--- config.mk ---
export PLATFORM = sky130hd
export DESIGN_NAME = signed_bcd_unpack_flat
export DESIGN_NICKNAME = d
export VERILOG_FILES = /design/src/rtl/signed_bcd_unpack_if.sv /design/src/rtl/signed_bcd_unpack.sv /design/src/flat_wrapper.sv
export SDC_FILE = /design/constraint.sdc
export NUM_CORES = 1
export LEC_CHECK = 0
export ABC_CLOCK_PERIOD_IN_PS = 6150
export CAP_MARGIN = 25
export CORE_MARGIN = 2
export CORE_UTILIZATION = 60
export CTS_CLUSTER_DIAMETER = 200
export CTS_CLUSTER_SIZE = 28
export DETAILED_ROUTE_END_ITERATION = 16
export PLACE_DENSITY = 0.9
export SYNTH_ARGS = -nofsm -noshare
export SYNTH_HDL_FRONTEND = slang
export SYNTH_SLANG_ARGS = --single-unit
--- constraint.sdc ---
create_clock -name clk -period 6.15 [get_ports clk]
set_input_delay 1.845 -clock clk [delete_from_list [all_inputs] [get_ports clk]]
set_output_delay 1.845 -clock clk [all_outputs]
set_load 0.05 [all_outputs]
--- src/rtl/signed_bcd_unpack_if.sv ---
// Request/result bundle for the signed display-word decoder.
// The master side drives start and the display word; the slave side returns the decoded fields.
interface signed_bcd_unpack_if #(
    parameter int DIGITS = 6,
    parameter int BIN_W  = 20
);
    logic                  start;
    logic [4*DIGITS-1:0]   signedBCD;
    logic                  busy;
    logic                  done;
    logic                  signBit;
    logic [4*DIGITS-1:0]   BCD;
    logic [BIN_W-1:0]      binary;
    logic [2:0]            digitCount;
    logic                  error;

    modport master (
        output start, signedBCD,
        input  busy, done, signBit, BCD, binary, digitCount, error
    );

    modport slave (
        input  start, signedBCD,
        output busy, done, signBit, BCD, binary, digitCount, error
    );
endinterface

--- src/rtl/signed_bcd_unpack.sv ---
// Decodes a signed display word (F blank, E minus, 0-9 digits) one nibble per clock, MSB first.
// Optional build macro ERROR_ABORT_EN: finish on the first malformed nibble instead of scanning all of them.
module signed_bcd_unpack #(
    parameter int DIGITS = 6,
    parameter int BIN_W  = 20
) (
    input  logic              clk,
    input  logic              reset,
    signed_bcd_unpack_if.slave bus
);
    localparam int IDX_W = (DIGITS > 1) ? $clog2(DIGITS) : 1;

    typedef enum logic [1:0] {IDLE = 2'd0, SCAN = 2'd1, DONE = 2'd2} state_t;
    typedef enum logic [1:0] {LEAD = 2'd0, SIGN = 2'd1, NUM = 2'd2} phase_t;

    state_t              state_r;
    phase_t              phase_r;
    phase_t              phase_nxt_s;
    logic [4*DIGITS-1:0] word_r;
    logic [IDX_W-1:0]    idx_r;
    logic [BIN_W-1:0]    bin_acc_r;
    logic [4*DIGITS-1:0] bcd_acc_r;
    logic [2:0]          cnt_r;
    logic                neg_r;
    logic                err_r;
    logic                end_r;

    logic                busy_r;
    logic                done_r;
    logic                sign_r;
    logic [4*DIGITS-1:0] bcd_r;
    logic [BIN_W-1:0]    bin_r;
    logic [2:0]          cnt_out_r;
    logic                error_r;

    logic [3:0]          nib_s;
    logic                nib_err_s;
    logic                is_digit_s;
    logic [BIN_W-1:0]    bin_nxt_s;
    logic                fin_err_s;
    logic                fin_neg_s;

    assign nib_s = word_r[{idx_r, 2'b00} +: 4];

    // Classify the current nibble against the blank/sign/digit grammar.
    always_comb begin
        nib_err_s   = 1'b0;
        is_digit_s  = 1'b0;
        phase_nxt_s = phase_r;
        case (nib_s)
            4'hF: begin
                if (phase_r != LEAD) nib_err_s = 1'b1;
                else                 phase_nxt_s = LEAD;
            end
            4'hE: begin
                if (phase_r != LEAD) nib_err_s = 1'b1;
                else                 phase_nxt_s = SIGN;
            end
            4'h0, 4'h1, 4'h2, 4'h3, 4'h4,
            4'h5, 4'h6, 4'h7, 4'h8, 4'h9: begin
                is_digit_s  = 1'b1;
                phase_nxt_s = NUM;
            end
            default: nib_err_s = 1'b1;
        endcase
        bin_nxt_s = bin_acc_r * BIN_W'(10) + BIN_W'(nib_s);
        // A minus sign in front of an all-zero magnitude reports as plain zero.
        fin_err_s = err_r | (phase_r != NUM);
        fin_neg_s = neg_r & (bcd_acc_r != {4*DIGITS{1'b0}});
    end

    // Control FSM, scan datapath and registered result outputs.
    always_ff @(posedge clk) begin
        if (reset) begin
            state_r   <= IDLE;
            phase_r   <= LEAD;
            word_r    <= {4*DIGITS{1'b0}};
            idx_r     <= {IDX_W{1'b0}};
            bin_acc_r <= {BIN_W{1'b0}};
            bcd_acc_r <= {4*DIGITS{1'b0}};
            cnt_r     <= 3'd0;
            neg_r     <= 1'b0;
            err_r     <= 1'b0;
            end_r     <= 1'b0;
            busy_r    <= 1'b0;
            done_r    <= 1'b0;
            sign_r    <= 1'b0;
            bcd_r     <= {4*DIGITS{1'b0}};
            bin_r     <= {BIN_W{1'b0}};
            cnt_out_r <= 3'd0;
            error_r   <= 1'b0;
        end else begin
            case (state_r)
                IDLE: begin
                    done_r <= 1'b0;
                    if (bus.start) begin
                        word_r    <= bus.signedBCD;
                        idx_r     <= IDX_W'(DIGITS - 1);
                        phase_r   <= LEAD;
                        bin_acc_r <= {BIN_W{1'b0}};
                        bcd_acc_r <= {4*DIGITS{1'b0}};
                        cnt_r     <= 3'd0;
                        neg_r     <= 1'b0;
                        err_r     <= 1'b0;
                        end_r     <= 1'b0;
                        busy_r    <= 1'b1;
                        state_r   <= SCAN;
                    end else begin
                        state_r   <= IDLE;
                    end
                end
                SCAN: begin
                    if (end_r) begin
                        // One resolve step after the last nibble publishes the result.
                        state_r   <= DONE;
                        done_r    <= 1'b1;
                        error_r   <= fin_err_s;
                        sign_r    <= fin_err_s ? 1'b0 : fin_neg_s;
                        bcd_r     <= fin_err_s ? {4*DIGITS{1'b0}} : bcd_acc_r;
                        bin_r     <= fin_err_s ? {BIN_W{1'b0}} : bin_acc_r;
                        cnt_out_r <= fin_err_s ? 3'd0 : cnt_r;
                    end else if (nib_err_s) begin
`ifdef ERROR_ABORT_EN
                        state_r   <= DONE;
                        done_r    <= 1'b1;
                        error_r   <= 1'b1;
                        sign_r    <= 1'b0;
                        bcd_r     <= {4*DIGITS{1'b0}};
                        bin_r     <= {BIN_W{1'b0}};
                        cnt_out_r <= 3'd0;
`else
                        err_r     <= 1'b1;
                        if (idx_r == {IDX_W{1'b0}}) end_r <= 1'b1;
                        else                        idx_r <= idx_r - IDX_W'(1);
`endif
                    end else begin
                        phase_r <= phase_nxt_s;
                        if (nib_s == 4'hE) neg_r <= 1'b1;
                        else               neg_r <= neg_r;
                        if (is_digit_s) begin
                            bin_acc_r                      <= bin_nxt_s;
                            bcd_acc_r[{idx_r, 2'b00} +: 4] <= nib_s;
                            cnt_r                          <= cnt_r + 3'd1;
                        end else begin
                            cnt_r <= cnt_r;
                        end
                        if (idx_r == {IDX_W{1'b0}}) end_r <= 1'b1;
                        else                        idx_r <= idx_r - IDX_W'(1);
                    end
                end
                DONE: begin
                    done_r  <= 1'b0;
                    busy_r  <= 1'b0;
                    state_r <= IDLE;
                end
                default: begin
                    done_r  <= 1'b0;
                    busy_r  <= 1'b0;
                    state_r <= IDLE;
                end
            endcase
        end
    end

    assign bus.busy       = busy_r;
    assign bus.done       = done_r;
    assign bus.signBit    = sign_r;
    assign bus.BCD        = bcd_r;
    assign bus.binary     = bin_r;
    assign bus.digitCount = cnt_out_r;
    assign bus.error      = error_r;
endmodule

--- src/flat_wrapper.sv ---
// flat-port wrapper written by rule: the top's interface ports become plain ports
module signed_bcd_unpack_flat 
#(
    parameter int DIGITS = 6,
    parameter int BIN_W  = 20
)
  (clk, reset, bus_start, bus_signedBCD, bus_busy, bus_done, bus_signBit, bus_BCD, bus_binary, bus_digitCount, bus_error);
  signed_bcd_unpack_if #(.DIGITS(DIGITS), .BIN_W(BIN_W)) bus_i ();
  input  logic clk;
  input  logic reset;
  input wire logic [$bits(bus_i.start)-1:0] bus_start;
  input wire logic [$bits(bus_i.signedBCD)-1:0] bus_signedBCD;
  output wire logic [$bits(bus_i.busy)-1:0] bus_busy;
  output wire logic [$bits(bus_i.done)-1:0] bus_done;
  output wire logic [$bits(bus_i.signBit)-1:0] bus_signBit;
  output wire logic [$bits(bus_i.BCD)-1:0] bus_BCD;
  output wire logic [$bits(bus_i.binary)-1:0] bus_binary;
  output wire logic [$bits(bus_i.digitCount)-1:0] bus_digitCount;
  output wire logic [$bits(bus_i.error)-1:0] bus_error;
  assign bus_i.start = bus_start;
  assign bus_i.signedBCD = bus_signedBCD;
  assign bus_busy = bus_i.busy;
  assign bus_done = bus_i.done;
  assign bus_signBit = bus_i.signBit;
  assign bus_BCD = bus_i.BCD;
  assign bus_binary = bus_i.binary;
  assign bus_digitCount = bus_i.digitCount;
  assign bus_error = bus_i.error;
  signed_bcd_unpack #(.DIGITS(DIGITS), .BIN_W(BIN_W)) u_core (.clk(clk), .reset(reset), .bus(bus_i));
endmodule
-- Word-level counts from Yosys, hierarchy flattened
Index checks and enable logic that the tools add are counted.
- reduce and logical (&&, ||, !) cells: 18
- multipliers: 1
- bitwise operators: 3
- eq/ne operators: 24
- mux-type cells: 50
- shifts and indexed selects: 3
- add/subtract/negate cells: 4
- operators with widths (kind ; count):
    24-bit 2-to-1 mux ; 5
    20-bit 2-to-1 mux ; 5
    24-bit case mux with 2 select lines ; 1
    20-bit case mux with 2 select lines ; 1
    24-bit bitwise mux ; 1
    3-bit 2-to-1 mux ; 8
    24-bit nonzero test ; 1
    4-bit by 7-bit variable shift with 24-bit output (first input constant) ; 1
    24-bit by 6-bit variable part select with 4-bit output ; 1
    4-bit by 7-bit variable part select with 24-bit output ; 1
    20-bit by 4-bit adder with 20-bit output ; 1
    20-bit by 3-bit multiplier with 19-bit output (second input constant) ; 1
    4-bit by 3-bit equality test with 1-bit output (second input constant) ; 4
    4-bit equality test (second input constant) ; 4
    1-bit 2-to-1 mux ; 13
    2-bit 2-to-1 mux ; 6
    3-bit case mux with 2 select lines ; 2
    2-bit inequality test (second input constant) ; 5
    1-bit case mux with 2 select lines ; 5
    5-bit AND reduction ; 2
    10-bit OR reduction ; 1
    4-bit by 2-bit equality test with 1-bit output (second input constant) ; 2
    2-bit by 1-bit inequality test with 1-bit output (second input constant) ; 4
    2-bit case mux with 2 select lines ; 2
    19 further kinds ; 26
- output and inout port bits: 51
- flip-flop bits (word level): 132
- bits of input ports: 27

-- Depth between registers and ports, before layout
Gate-level depths: netlist (run 1).
- depth in word-level cells: 8
- mapped depth: 14
- mapped depth without buffers: 12

-- Least setup slack after synthesis (run 1)
OpenSTA, ideal clock, no wires.
- path type: register to register
- start point: register u_core.idx_r[0]
- end point: register u_core.bin_acc_r[19]
- buffers on the path: 3
- setup time: 120 ps
- data arrival time: 3626 ps
- setup slack: 2404 ps
- stages on the path, launching flop included: 15
- period minus slack after synthesis: 3746 ps
- path through: dfxtp_1 clkbuf_1 buf_2 mux2_2 a22o_1 buf_2 ha_1 a21oi_1 nor2b_1 and3_1 nand4_1 or2_1 or4_4 o311a_1 a211o_1
- word-level cells in the longest chain between the ends: 6
- elaborated cells between the ends (all ways): 25
- those cells by class: add/sub (1); eq/ne (13); shift (1); mux (6); reduce/logical (4)
- ends and longest elaborated chain (item ; RTL line ; text):
    start: declaration ; signed_bcd_unpack.sv:20 ; logic [IDX_W-1:0] idx_r;
    start signal: assignment ; signed_bcd_unpack.sv:78 ; idx_r <= {IDX_W{1'b0}};
    start signal: assignment ; signed_bcd_unpack.sv:98 ; idx_r <= IDX_W'(DIGITS - 1);
    start signal: assignment ; signed_bcd_unpack.sv:134 ; else idx_r <= idx_r - IDX_W'(1);
    24-bit by 6-bit variable part select with 4-bit output (*) ; signed_bcd_unpack.sv:43 ; assign nib_s = word_r[{idx_r, 2'b00} +: 4];
    20-bit by 4-bit adder with 20-bit output, or another cell as far along ; signed_bcd_unpack.sv:66 ; bin_nxt_s = bin_acc_r * BIN_W'(10) + BIN_W'(nib_s);
    20-bit 2-to-1 mux, or another cell as far along ; signed_bcd_unpack.sv:140 ; if (is_digit_s) begin
    20-bit 2-to-1 mux, or another cell as far along ; signed_bcd_unpack.sv:122 ; end else if (nib_err_s) begin
    20-bit 2-to-1 mux, or another cell as far along ; signed_bcd_unpack.sv:113 ; if (end_r) begin
    20-bit case mux with 2 select lines / 5-bit AND reduction (equally long branches) ; - ;
    end signal: assignment ; signed_bcd_unpack.sv:79 ; bin_acc_r <= {BIN_W{1'b0}};
    end signal: assignment ; signed_bcd_unpack.sv:100 ; bin_acc_r <= {BIN_W{1'b0}};
    end signal: assignment ; signed_bcd_unpack.sv:141 ; bin_acc_r <= bin_nxt_s;
    end: declaration ; signed_bcd_unpack.sv:21 ; logic [BIN_W-1:0] bin_acc_r;
Mark *: on every way between the ends. The rest lies on a longest branch, timed or not. The select of a mux whose other input is x is not followed.
A chain may end at the register's enable or synchronous reset.

-- Final worst setup path (run 1)
Ends and elaborated chain as after synthesis.

==> metrics, run 1 <==
Required @ worst endpoint 6570 ps; Placed Cells incl. Taps 931; CP cell instances mux4_2 > a22o_1 > ha_1 > a21oi_1 > nor2b_1 > and3_1 > nand4_1 > or2_1 > or4_4 > o311a_1 > a211o_1; Worst-path clk slew 60 ps; first-pass GRT wire length 27.9 mm; min Tclk post-route 4290 ps; DRC 0; hold_sp u_core.word_r[20]; Vias/cell 6.30; Post-CTS Hold Buffers 0; initial antenna violation count 0; Synth warnings 0; instance count on the critical path 11; Post-Layout Cell Count 962; CP max FO 16; vias post-DR 6058; Final GP Congestion 0.898; hpwl dp 11.0 mm; CTS Buf Count 17; share of cells above drive strength 1 7.02%; number of buffers added for setup after CTS 0; Top FF cell, synth dfxtp_1; Syn Area/Cell 8.56 um2; num rows 37; CTS tree done; Setup crit end kind flip-flop; clk_lat worst skew 530 ps; Area contributors post-synth dfxtp_1 (41%), ha_1 (7.7%), nand2_1 (5.5%); # fillers 681; Setup Skew 6.83 ps; Critical Path End u_core.bin_acc_r[19]; family with the most delay on the worst path simple AND/OR/NAND/NOR gates; CTS Sinks 132; grt ovf 0; Worst Setup SP u_core.idx_r[0]; Hold/Removal Path Class reg -> reg; Synth Instances 759; FF-to-FF setup slack 1860 ps; f_max 233 MHz; # IOs 78; status completed; die area 11700 um2; most common cell after layout, fill and taps aside dfxtp_1; ys async rst share 0%; Starting Density 62.4%; period utilisation layout 69.8%; PD cells 273 nW/um2; sequential element share of the synthesized area 40.7%; post-route ant nets 0; core region area 10400 um2; Nets 883; CP max stage delay 740 ps; syn_nets 828; setup_tns 0 ps; largest net degree at the start of global routing 103; WL final 17.2 mm; Max-slew headroom 34.9%; Slew Viols, Final 0; Yosys top cell area share 40.7%; VDD IR-drop max 148 uV; Fin Hold WS 460 ps; DR iter-0 viols 471; Total GRT Usage 30.1%; reg2reg end u_core.bin_acc_r[19]; area delta synth->final 22.0%; Yosys reg bits 132; routed len/inst 17.8 um; Die Width 108 um; Pwr Total 0.00217 W; I/O Buffers 77; most frequent cells in the layout dfxtp_1 (132), nand2_1 (96), nor2_1 (90), clkdlybuf4s50_1 (76), a21oi_1 (62); Setup CP Type reg -> reg; cell accounting for the most synthesized area dfxtp_1; CTS resizes 0; WP buf/inv 0; n_diodes 0; Reg2Reg Depth 11; CTS Root Cell clkbuf_8; Post-synth EDFFs 0; unrepaired setup endpoints after global routing no; vias in the first global route 5786; worst r2r src u_core.idx_r[0]; # Max-Cap Violations 0; worst path arrival time 4720 ps; Layout Utilization 76.1%; Die H 108 um; slowest CP cell dfxtp_1; drt pass-1 iters 6; H-tree levels 4; Slew @ Worst Pin 974 ps; Pleak 3.05 nW; post-synthesis cell area 6500 um2; count of cell types in the netlist 60; Clock Path Buffers 2; startpoint types flip-flop; Final Hold Viols 0; # setup viols final 0
routing by layer:
metal | global-route usage (%) | part of all wire [%] | vias to the layer above
li1 | - | - | 2835
met2 | 48.8 | 49 | 308
met1 | 37.9 | 41 | 2856
met5 | 0 | 0 | -
met3 | 6.63 | 6.8 | 59
met4 | 15.0 | 3.8 | 0
state kept, by name (all words and copies together), names as in the netlist:
name                   flops
u_core.bcd_acc_r          24
u_core.bus.busy            1
u_core.cnt_r               3
u_core.idx_r               3
u_core.bin_acc_r          20
u_core.state_r             2
u_core.bus.signBit         1
u_core.bus.digitCount      3
u_core.bus.done            1
u_core.word_r             24
u_core.bus.binary         20
u_core.err_r               1
u_core.neg_r               1
u_core.phase_r             2
u_core.bus.error           1
u_core.bus.BCD            24
u_core.end_r               1
layout make-up:
type | count | area (um2) | share of cell area, %
Sequential cell | 132 | 2640 | 33.3
Clock inverter | 12 | 180 | 2.27
Inverter | 7 | 26.3 | 0.332
Timing Repair Buffer | 84 | 821 | 10.4
Multi-Input combinational cell | 572 | 3650 | 46.1
Tap cell | 136 | 170 | 2.15
Clock buffer | 19 | 432 | 5.45
worst register-to-register path: cells and delay by family, from the launching register on:
kind,cells,cell delay (ps)
AOI/OAI and AO/OA,4,1060
adders and majority gates,1,410
DFF,1,740
muxes,1,600
and+or+nand+nor,5,1400
logic make-up (layout without fill, tap and decap cells):
| kind of cell | Yosys count | in the layout | share of synthesized area (%) |
|---|---|---|---|
| AOI/OAI and AO/OA | 201 | 201 | 20.6 |
| xor gates and xnor gates | 25 | 25 | 3.37 |
| DFF | 132 | 132 | 40.7 |
| adders and majority gates | 42 | 42 | 8.32 |
| buffers and inverters | 55 | 122 | 3.29 |
| and+or+nand+nor | 295 | 295 | 21.5 |
| muxes | 9 | 9 | 2.23 |
where the power goes:
group / total (W) / internal [W] / switching, W
logic: 0.000218 / 0.0000785 / 0.000140
registers: 0.000900 / 0.000876 / 0.0000239
clock network: 0.00105 / 0.000668 / 0.000380
total: 0.00217 / 0.00162 / 0.000544
synth_stat cells, drive strengths merged, types with 6 or more instances:
cell	instances
inv	7
nand3b	26
nor2	90
o21ai	32
xor2	10
clkbuf	39
dfxtp	132
a31oi	8
o21a	6
a21o	11
a211oi	6
nand3	26
a22oi	47
nor3	16
a21oi	64
buf	9
ha	40
nand2	96
xnor2	15
nor4	7
through the flow:
step                      setup slack, ps  instance area [um2]
after floorplan                      2400                 6500
after global placement               2070                 7310
after detailed placement             1940                 7310
after CTS                            1870                 7920
after global routing                 1680                 7920
final                                1860                 7920
worst min path at each step:
stage | endpoint | slack [ps] | cells after the start
3_3_place_gp | u_core.word_r[15] | 450 | 2
4_1_cts | u_core.word_r[21] | 460 | 2
3_5_place_dp | u_core.word_r[10] | 450 | 2
6_report | u_core.word_r[20] | 460 | 2
2_1_floorplan | u_core.word_r[20] | 430 | 2
5_1_grt | u_core.word_r[11] | 490 | 2
(Power assumes the default switching activity.)
==> inputs of run 2 (changes only) <==
--- a/config.mk
+++ b/config.mk
@@ -5,14 +5,14 @@
 export SDC_FILE = /design/constraint.sdc
 export NUM_CORES = 1
 export LEC_CHECK = 0
-export ABC_CLOCK_PERIOD_IN_PS = 6150
+export ABC_CLOCK_PERIOD_IN_PS = 3600
 export CAP_MARGIN = 25
 export CORE_MARGIN = 2
-export CORE_UTILIZATION = 60
+export CORE_UTILIZATION = 51
 export CTS_CLUSTER_DIAMETER = 200
 export CTS_CLUSTER_SIZE = 28
 export DETAILED_ROUTE_END_ITERATION = 16
-export PLACE_DENSITY = 0.9
+export PLACE_DENSITY = 0.82
 export SYNTH_ARGS = -nofsm -noshare
 export SYNTH_HDL_FRONTEND = slang
 export SYNTH_SLANG_ARGS = --single-unit
==> constraint.sdc (replaced) <==
create_clock -name clk -period 3.6 [get_ports clk]
set_input_delay 1.08 -clock clk [delete_from_list [all_inputs] [get_ports clk]]
set_output_delay 1.08 -clock clk [all_outputs]
set_load 0.05 [all_outputs]
==> metrics, run 2 (synthesis results as in run 1) <==
Setup Skew 6.32 ps; I/O Buffers 77; CTS tree done; Slew Viols, Final 0; f_max 287 MHz; Placement Setup Slack 11.4 ps; reg2reg end u_core.bin_acc_r[19]; most common cell after layout, fill and taps aside dfxtp_1; hold_sp u_core.word_r[12]; Layout Utilization 65.7%; Setup CP Type reg -> reg; Final Cell Area 8230 um2; share of cells above drive strength 1 10.8%; hold depth 2; initial antenna violation count 0; vias post-DR 5877; crit path setup slack, layout 113 ps; min Tclk post-route 3490 ps; Required @ worst endpoint 3910 ps; Setup crit end kind flip-flop; # IOs 78; Post-Layout Cell Count 1021; Final Hold Viols 0; largest net degree at the start of global routing 57; grt ovf 0; Pwr Total 0.00375 W; Max-slew headroom 56.8%; first-pass GRT wire length 26.0 mm; n_diodes 0; Nets 906; die area 13700 um2; CTS Buf Count 17; PD cells 456 nW/um2; Clock Path Buffers 2; Vias/cell 5.76; # Max-Cap Violations 0; Slew @ Worst Pin 645 ps; area delta synth->final 26.6%; most frequent cells in the layout dfxtp_1 (130), nand2_1 (96), nor2_1 (90), clkdlybuf4s50_1 (76), a21oi_1 (62); period utilisation layout 96.8%; core region area 12500 um2; Reg2Reg Depth 12; VDD IR-drop max 280 uV; WL final 15.9 mm; routed len/inst 15.6 um; Die Width 117 um; worst r2r src u_core.bin_acc_r[6]; CP max FO 5; Hold/Removal Path Class reg -> reg; Total GRT Usage 24.2%; Worst-path clk slew 60 ps; # setup viols final 0; CTS Sinks 132; FF-to-FF setup slack 110 ps; clk_lat worst skew 420 ps; num rows 41; CTS Root Cell clkbuf_16; startpoint types flip-flop; H-tree levels 4; hpwl dp 10.7 mm; Hold EP u_core.word_r[12]; Final GP Congestion 0.899; DR iter-0 viols 507; worst path arrival time 3800 ps; status completed; vias in the first global route 5357; post-route ant nets 0; Pleak 3.16 nW; Placed Cells incl. Taps 982; drt pass-1 iters 5; Post-DP Area 7480 um2; DRC 0; Starting Density 51.9%; Die H 117 um
==> run 2: changes by cell type in the layout (fill, tap and decap cells not counted), sizes merged <==
cell	before	now
buf	8	31
clkinv	5	3
inv	8	10
==> run 2: metrics by stage <==
stage | hold slack [ps] | TNS (ps)
after CTS | 453 | 0
after global placement | 438 | 0
after global routing | 475 | -32.3
after floorplan | 433 | 0
final | 453 | 0
after detailed placement | 445 | 0
==> run 2: layout make-up <==
| cell class | count | area, um2 |
|---|---|---|
| sequential | 132 | 2650 |
| inverter | 7 | 26.3 |
| clock buffer | 19 | 453 |
| clock inverter | 12 | 176 |
| multi-input combinational | 572 | 3710 |
| timing repair buffer | 107 | 997 |
| fill | 1008 | 4290 |
| tap | 172 | 215 |
==> run 2: worst max-delay path by stage <==
| stage | start | end | slack, ps | cells after the start |
|---|---|---|---|---|
| 6_report | u_core.bin_acc_r[6] | u_core.bin_acc_r[19] | 110 | 12 |
| 5_1_grt | u_core.bin_acc_r[1] | u_core.bin_acc_r[19] | -30 | 13 |
| 3_3_place_gp | u_core.bin_acc_r[3] | u_core.bin_acc_r[19] | 70 | 11 |
| 3_5_place_dp | u_core.bin_acc_r[3] | u_core.bin_acc_r[19] | 10 | 11 |
| 2_1_floorplan | u_core.bin_acc_r[1] | u_core.bin_acc_r[19] | 20 | 11 |
| 4_1_cts | u_core.bin_acc_r[3] | u_core.bin_acc_r[19] | 50 | 11 |
==> run 2: repair_timing <==
action,4_1_cts,5_1_grt
resized for setup,2,10
hold buffers,0,0
buffers inserted,7,1
endpoints found under the setup margin,1,6
pin swaps,3,4
==> run 2: layer usage <==
layer / track usage [%] / vias to the layer above / wire (um)
li1: - / 2895 / -
met5: 0 / - / 0
met4: 10.2 / 0 / 318
met2: 37.9 / 189 / 7440
met3: 4.38 / 27 / 836
met1: 32.9 / 2766 / 7340
==> run 2: where the power goes <==
part,total (W),switching (W),internal [W]
logic,0.000395,0.000245,0.000151
clock network,0.00183,0.000638,0.00119
registers,0.00153,0.0000288,0.00150
total,0.00375,0.000911,0.00284
==> run 2: critical path: stages, from the launching register on <==
cell and delay, ps:
dfxtp_1 340, ha_1 320, ha_1 420, and3_1 250, a221oi_4 100, buf_4 150, buf_4 130, a2111oi_2 290
a311oi_1 110, or2_1 260, or4_4 440, o311a_1 300, a211o_1 260
